$ cat src/rtl/coin_credit_accumulator.sv
// Coin credit accumulator: turns coin-slot edges into a running credit that
// feeds the vending machine, clears it on a sale or refunds it on a cancel,
// enforces a credit ceiling and holds a short lockout after each transaction.
//
// Pulse outputs (O_COIN_ACK, O_REJECT, O_REFUND_VALID) are registered and are
// high for exactly the one cycle that follows the clock edge on which their
// event was decided; every output changes only on a rising clock edge or on
// reset. The debug output O_STATE carries the FSM state
// (0 = S_IDLE, 1 = S_ACCUM, 2 = S_LOCK).
module coin_credit_accumulator #(
  parameter int WIDTH       = 16,
  parameter int MAX_CREDIT  = 5000,
  parameter int LOCK_CYCLES = 4
) (
  input  logic             I_CLK,
  input  logic             I_RESET,
  input  logic             I_COIN_VALID,
  input  logic [2:0]       I_COIN_TYPE,
  input  logic             I_SUCCESS,
  input  logic             I_CANCEL,
  output logic [WIDTH-1:0] O_CHANGE,
  output logic [WIDTH-1:0] O_REFUND,
  output logic             O_REFUND_VALID,
  output logic             O_COIN_ACK,
  output logic             O_REJECT,
  output logic [1:0]       O_STATE
);

  localparam int CNT_W = $clog2(LOCK_CYCLES + 1);
  localparam logic [WIDTH:0]   MAX_SUM   = (WIDTH + 1)'(MAX_CREDIT);
  localparam logic [CNT_W-1:0] LOCK_LOAD = CNT_W'(LOCK_CYCLES);
  localparam logic [CNT_W-1:0] CNT_ONE   = CNT_W'(1);

  typedef enum logic [1:0] {
    S_IDLE  = 2'd0,
    S_ACCUM = 2'd1,
    S_LOCK  = 2'd2
  } state_t;

  state_t           state_q, state_d;
  logic [CNT_W-1:0] lock_cnt_q, lock_cnt_d;
  logic             prev_valid_q;
  logic             armed_q;
  logic [WIDTH-1:0] change_q, change_d;
  logic [WIDTH-1:0] refund_q, refund_d;
  logic             refund_valid_q, refund_valid_d;
  logic             ack_q, ack_d;
  logic             reject_q, reject_d;

  logic             coin_evt;
  logic             code_ok;
  logic [WIDTH:0]   coin_val;
  logic [WIDTH:0]   sum;
  logic             coin_ok;
  logic             coin_rej;
  logic             do_sale;
  logic             do_cancel;
  logic             lock_done;

  // A coin is a rising edge of the slot level. armed_q stays low after reset
  // until the level has been seen low once, so a level held high across reset
  // release is not counted as a new coin.
  assign coin_evt = I_COIN_VALID & ~prev_valid_q & armed_q;

  // Coin code to value; codes 6 and 7 are invalid.
  always_comb begin
    coin_val = '0;
    code_ok  = 1'b1;
    case (I_COIN_TYPE)
      3'd0:    coin_val = (WIDTH + 1)'(1);
      3'd1:    coin_val = (WIDTH + 1)'(5);
      3'd2:    coin_val = (WIDTH + 1)'(10);
      3'd3:    coin_val = (WIDTH + 1)'(25);
      3'd4:    coin_val = (WIDTH + 1)'(100);
      3'd5:    coin_val = (WIDTH + 1)'(500);
      default: code_ok  = 1'b0;
    endcase
  end

  // One extra sum bit keeps the ceiling compare from wrapping.
  assign sum       = {1'b0, change_q} + coin_val;
  assign coin_ok   = coin_evt & code_ok & (sum <= MAX_SUM) & (state_q != S_LOCK)
                     & ~I_SUCCESS & ~I_CANCEL;
  assign coin_rej  = coin_evt & ~coin_ok;
  // Success wins over cancel when both arrive together.
  assign do_sale   = (state_q == S_ACCUM) & I_SUCCESS;
  assign do_cancel = (state_q == S_ACCUM) & I_CANCEL & ~I_SUCCESS;
  assign lock_done = (lock_cnt_q <= CNT_ONE);

  // State, lock counter, edge detector and datapath registers.
  always_ff @(posedge I_CLK or posedge I_RESET) begin
    if (I_RESET) begin
      state_q        <= S_IDLE;
      lock_cnt_q     <= '0;
      prev_valid_q   <= 1'b0;
      armed_q        <= 1'b0;
      change_q       <= '0;
      refund_q       <= '0;
      refund_valid_q <= 1'b0;
      ack_q          <= 1'b0;
      reject_q       <= 1'b0;
    end else begin
      state_q        <= state_d;
      lock_cnt_q     <= lock_cnt_d;
      prev_valid_q   <= I_COIN_VALID;
      armed_q        <= armed_q | ~I_COIN_VALID;
      change_q       <= change_d;
      refund_q       <= refund_d;
      refund_valid_q <= refund_valid_d;
      ack_q          <= ack_d;
      reject_q       <= reject_d;
    end
  end

  // Next state; the lock counter loads on entry to S_LOCK so the lockout
  // covers exactly LOCK_CYCLES edges after the sale/cancel edge.
  always_comb begin
    state_d    = state_q;
    lock_cnt_d = lock_cnt_q;
    case (state_q)
      S_IDLE: begin
        if (coin_ok) state_d = S_ACCUM;
      end
      S_ACCUM: begin
        if (do_sale || do_cancel) begin
          state_d    = S_LOCK;
          lock_cnt_d = LOCK_LOAD;
        end
      end
      S_LOCK: begin
        if (lock_done) begin
          state_d    = S_IDLE;
          lock_cnt_d = '0;
        end else begin
          lock_cnt_d = lock_cnt_q - CNT_ONE;
        end
      end
      default: begin
        state_d    = S_IDLE;
        lock_cnt_d = '0;
      end
    endcase
  end

  // Credit, refund and pulse next values.
  always_comb begin
    change_d       = change_q;
    refund_d       = refund_q;
    refund_valid_d = 1'b0;
    ack_d          = coin_ok;
    reject_d       = coin_rej;
    if (do_sale) begin
      change_d = '0;
    end else if (do_cancel) begin
      refund_d       = change_q;
      refund_valid_d = 1'b1;
      change_d       = '0;
    end else if (coin_ok) begin
      change_d = sum[WIDTH-1:0];
    end
  end

  assign O_CHANGE       = change_q;
  assign O_REFUND       = refund_q;
  assign O_REFUND_VALID = refund_valid_q;
  assign O_COIN_ACK     = ack_q;
  assign O_REJECT       = reject_q;
  assign O_STATE        = state_q;

endmodule

$ cat config.mk
export PLATFORM = sky130hd
export DESIGN_NAME = coin_credit_accumulator
export DESIGN_NICKNAME = d
export VERILOG_FILES = /design/src/rtl/coin_credit_accumulator.sv
export SDC_FILE = /design/constraint.sdc
export NUM_CORES = 1
export LEC_CHECK = 0
export ABC_AREA = 1
export CELL_PAD_IN_SITES_DETAIL_PLACEMENT = 2
export CELL_PAD_IN_SITES_GLOBAL_PLACEMENT = 2
export CORE_AREA = 2 2 108 84
export DETAILED_ROUTE_END_ITERATION = 6
export DIE_AREA = 0 0 110 86
export PLACE_DENSITY = 0.84
export SETUP_SLACK_MARGIN = 0.2
export SLEW_MARGIN = 20
export SYNTH_ARGS = -nofsm -noshare
export SYNTH_HDL_FRONTEND = slang
export SYNTH_SLANG_ARGS = --single-unit
export TNS_END_PERCENT = 10
$ cat constraint.sdc
create_clock -name I_CLK -period 3.3 [get_ports I_CLK]
set_input_delay 0.33 -clock I_CLK [delete_from_list [all_inputs] [get_ports I_CLK]]
set_output_delay 0.33 -clock I_CLK [all_outputs]
set_load 0.01 [all_outputs]
==> results.py <==
metrics = {
    "run_status": {
        "status": "completed",
    },
    "placed_design": {
        "hpwl_mm": 7.02,
        "numPortBuffers": 44,
        "dp_worst_setup_slack_ns": -0.186,
        "place.gp.congestion": 0.832,
        "dp.cells": 517,
    },
    "logic_synthesis": {
        "yosysTopAreaCell": "dfrtp_1",
        "seq_area_frac_synth_pct": 40.1,
        "yosysWarningCount": 0,
        "syn_inst": 358,
        "synth_area_per_cell_um2": 7.33,
        "synth_nets": 381,
        "yosys_register_bits": 42,
        "synth_area_mm2": 0.00262,
        "yosys-top-cells-area": "dfrtp_1 (40%), nand2_1 (17%), inv_1 (8.0%), ha_1 (6.7%), nand3_1 (5.7%)",
        "ys_types": 30,
        "postSynth.asyncResetShare_pct": 100,
        "synth-main-ff-cell": "dfrtp_1",
        "synth_top_area_share_pct": 40.1,
        "synth_edf_count": 0,
    },
    "global_route": {
        "first_global_vias": 2757,
        "grt_usage_pct": 19.2,
        "gr-total-overflow": 0,
        "grt_max_degree": 26,
        "grt_pass1_wl_mm": 14.1,
        "antenna_found_initial": 0,
    },
    "detailed_routing": {
        "post-route-drc-count": 0,
        "drt-wirelength-per-cell_um": 16.5,
        "vias": 2559,
        "postRouteAntennaNets": 0,
        "vias_per_cell": 4.87,
        "drt-total-wl_mm": 8.66,
        "drtPass1Iterations": 4,
        "drt_iter0_markers": 70,
    },
    "final_layout": {
        "syn_to_final_growth_pct": 29.8,
        "final_common_cell": "nand2_1",
        "multi_input_area_mm2": 0.00138,
        "layout_common_cells": "nand2_1 (119), inv_1 (54), dfrtp_1 (42), clkdlybuf4s50_1 (42), nand3_1 (29)",
        "n_antenna_cell": 0,
        "final_cells": 525,
        "fillerInstances": 996,
        "regArea_mm2": 0.00105,
        "drive_above_1_share_pct": 12.0,
        "fin_nets": 439,
        "final_util_pct": 41.0,
    },
    "timing": {
        "finalClockSkew_ns": 0.00730,
        "rsz0062_at_grt": "no",
        "setup_ws_ns": 0.372,
        "period_minus_slack_ns": 2.93,
        "tightest_slew_ns": 0.793,
        "min_period_over_period_pct": 88.7,
        "report.final.setup_viol": 0,
        "fin_hold_ws_ns": 0.393,
        "drv_slew": 0,
        "relSlewSlack_pct": 46.8,
        "fin_setup_tns_ns": 0,
        "finalHoldViolCount": 0,
        "clock.fmax_mhz": 341,
    },
    "worst_hold_path": {
        "worstHoldPathType": "in -> async",
    },
    "cts": {
        "cts_setup_buffers": 0,
        "ctsHtreeMaxLevel": 2,
        "cts-buffers-inserted": 5,
        "clkLatencyLatePin_ns": 0.29,
        "cts.path.max_buffers": 2,
        "cts.clk_slew.worst_paths_ns": 0.09,
        "root_buffer": "clkbuf_8",
        "cts_tree": "built",
        "clock_sinks": 42,
        "hold_buffers": 0,
    },
    "floorplan": {
        "fp.dieH_um": 86,
        "start_util_pct": 31.6,
        "ios": 45,
        "core-area_mm2": 0.00831,
        "dieArea_mm2": 0.00946,
        "die_w_um": 110,
        "rows": 29,
    },
    "critical_path": {
        "crit_arrival_ns": 3.11,
        "crit_fanout": 9,
        "setup.worst_path.start_class": "input port",
        "crit_required_ns": 3.48,
        "crit_path_end_kind": "register",
        "crit_type": "in -> reg",
    },
    "power": {
        "power_leakage_nw": 1.69,
        "peakVddDrop_uv": 270,
        "powerDensity_mw_per_mm2": 636,
    },
    "flow_run": {
        "cap_violations": 0,
    },
}
-- routing by layer --
layer	up-vias	global-route usage [%]	routed length [um]
li1	1240	-	-
met1	1274	27.8	4340
met2	39	30.8	3990
met3	6	3.19	253
met4	0	2.88	68
met5	-	0	0
-- final cells by class --
type / instances / share of cell area (%)
timing repair buffer: 54 / 15.7
multi-input combinational: 255 / 40.5
inverter: 58 / 6.47
sequential: 42 / 30.9
clock inverter: 2 / 0.404
tap: 108 / 3.97
clock buffer: 6 / 2.13
-- stage by stage --
stage / power, mW / area [um^2]
floorplan: 1.31 / 2620
global placement: 1.78 / 3270
detailed placement: 1.83 / 3270
CTS: 2.18 / 3360
global route: 2.34 / 3400
finish: 2.17 / 3400
-- worst max-delay path, cell delays in order --
cell and delay (ns):
clkdlybuf4s50_1 0.51, inv_1 0.08, nor3_1 0.17, buf_4 0.17
ha_1 0.28, nand2_1 0.18, inv_1 0.08, nand2_1 0.08
nand2_1 0.09, nand2_1 0.10, nand2_1 0.08, nand2_1 0.08
nand3_2 0.09, nor3_4 0.34, nand2_8 0.13, buf_12 0.16
nand3_2 0.06, o21ai_2 0.07
-- repair_timing --
item,4_1_cts,5_1_grt
setup endpoints to repair,12,20
resized for setup,2,16
pin swaps,0,1
-- synth_stat cells, types with 2 or more instances --
cell      number
dfrtp_1       42
nand2_2        4
clkbuf_1       2
ha_1          14
o21ai_1        2
inv_1         56
nand2_1      121
a21oi_1        6
nand3_2        5
nand3b_1       4
inv_2          2
nand4_1        3
nor2_1        25
nand3_1       30
nor3_1         3
o21ai_0       19
o21ai_2        7
-- path summary, 6_finish.rpt --
| kind | start | end | slack, ns | cells after the start |
|---|---|---|---|---|
| max in group asynchronous | I_RESET | O_CHANGE[6]$_DFFE_PP0P_ | 2.16 | 3 |
| max | I_COIN_TYPE[0] | O_CHANGE[2]$_DFFE_PP0P_ | 0.37 | 18 |
| min | I_RESET | O_REFUND[13]$_DFFE_PP0P_ | 0.39 | 2 |
| min reg2reg | armed_q$_DFF_PP0_ | armed_q$_DFF_PP0_ | 0.48 | 2 |
| min in group I_CLK | armed_q$_DFF_PP0_ | armed_q$_DFF_PP0_ | 0.48 | 2 |
| max reg2reg | O_CHANGE[0]$_DFFE_PP0P_ | O_CHANGE[2]$_DFFE_PP0P_ | 0.64 | 15 |
-- state kept, by name, summed over array words and instances (netlist names) --
name and cells:
O_CHANGE 16, O_COIN_ACK 1, O_REFUND 16, O_REFUND_VALID 1, O_REJECT 1, O_STATE 2, armed_q 1, lock_cnt_q 3
prev_valid_q 1
-- power by group --
group	internal [mW]	total (mW)	switching, mW
sequential	0.656	0.789	0.133
combinational	0.475	1.04	0.562
clock	0.150	0.341	0.191
-- logic make-up (layout without fill, tap and decap cells) --
kind of cell	after synthesis	after routing	synth area share, %
DFF	42	42	40.1
xor gates and xnor gates	2	2	0.954
AOI/OAI and AO/OA	37	37	8.39
and+or+nand+nor	201	201	34.1
adders and majority gates	15	15	7.44
buffers and inverters	61	120	9.01
Note: power is estimated with default switching activity, not from simulation.
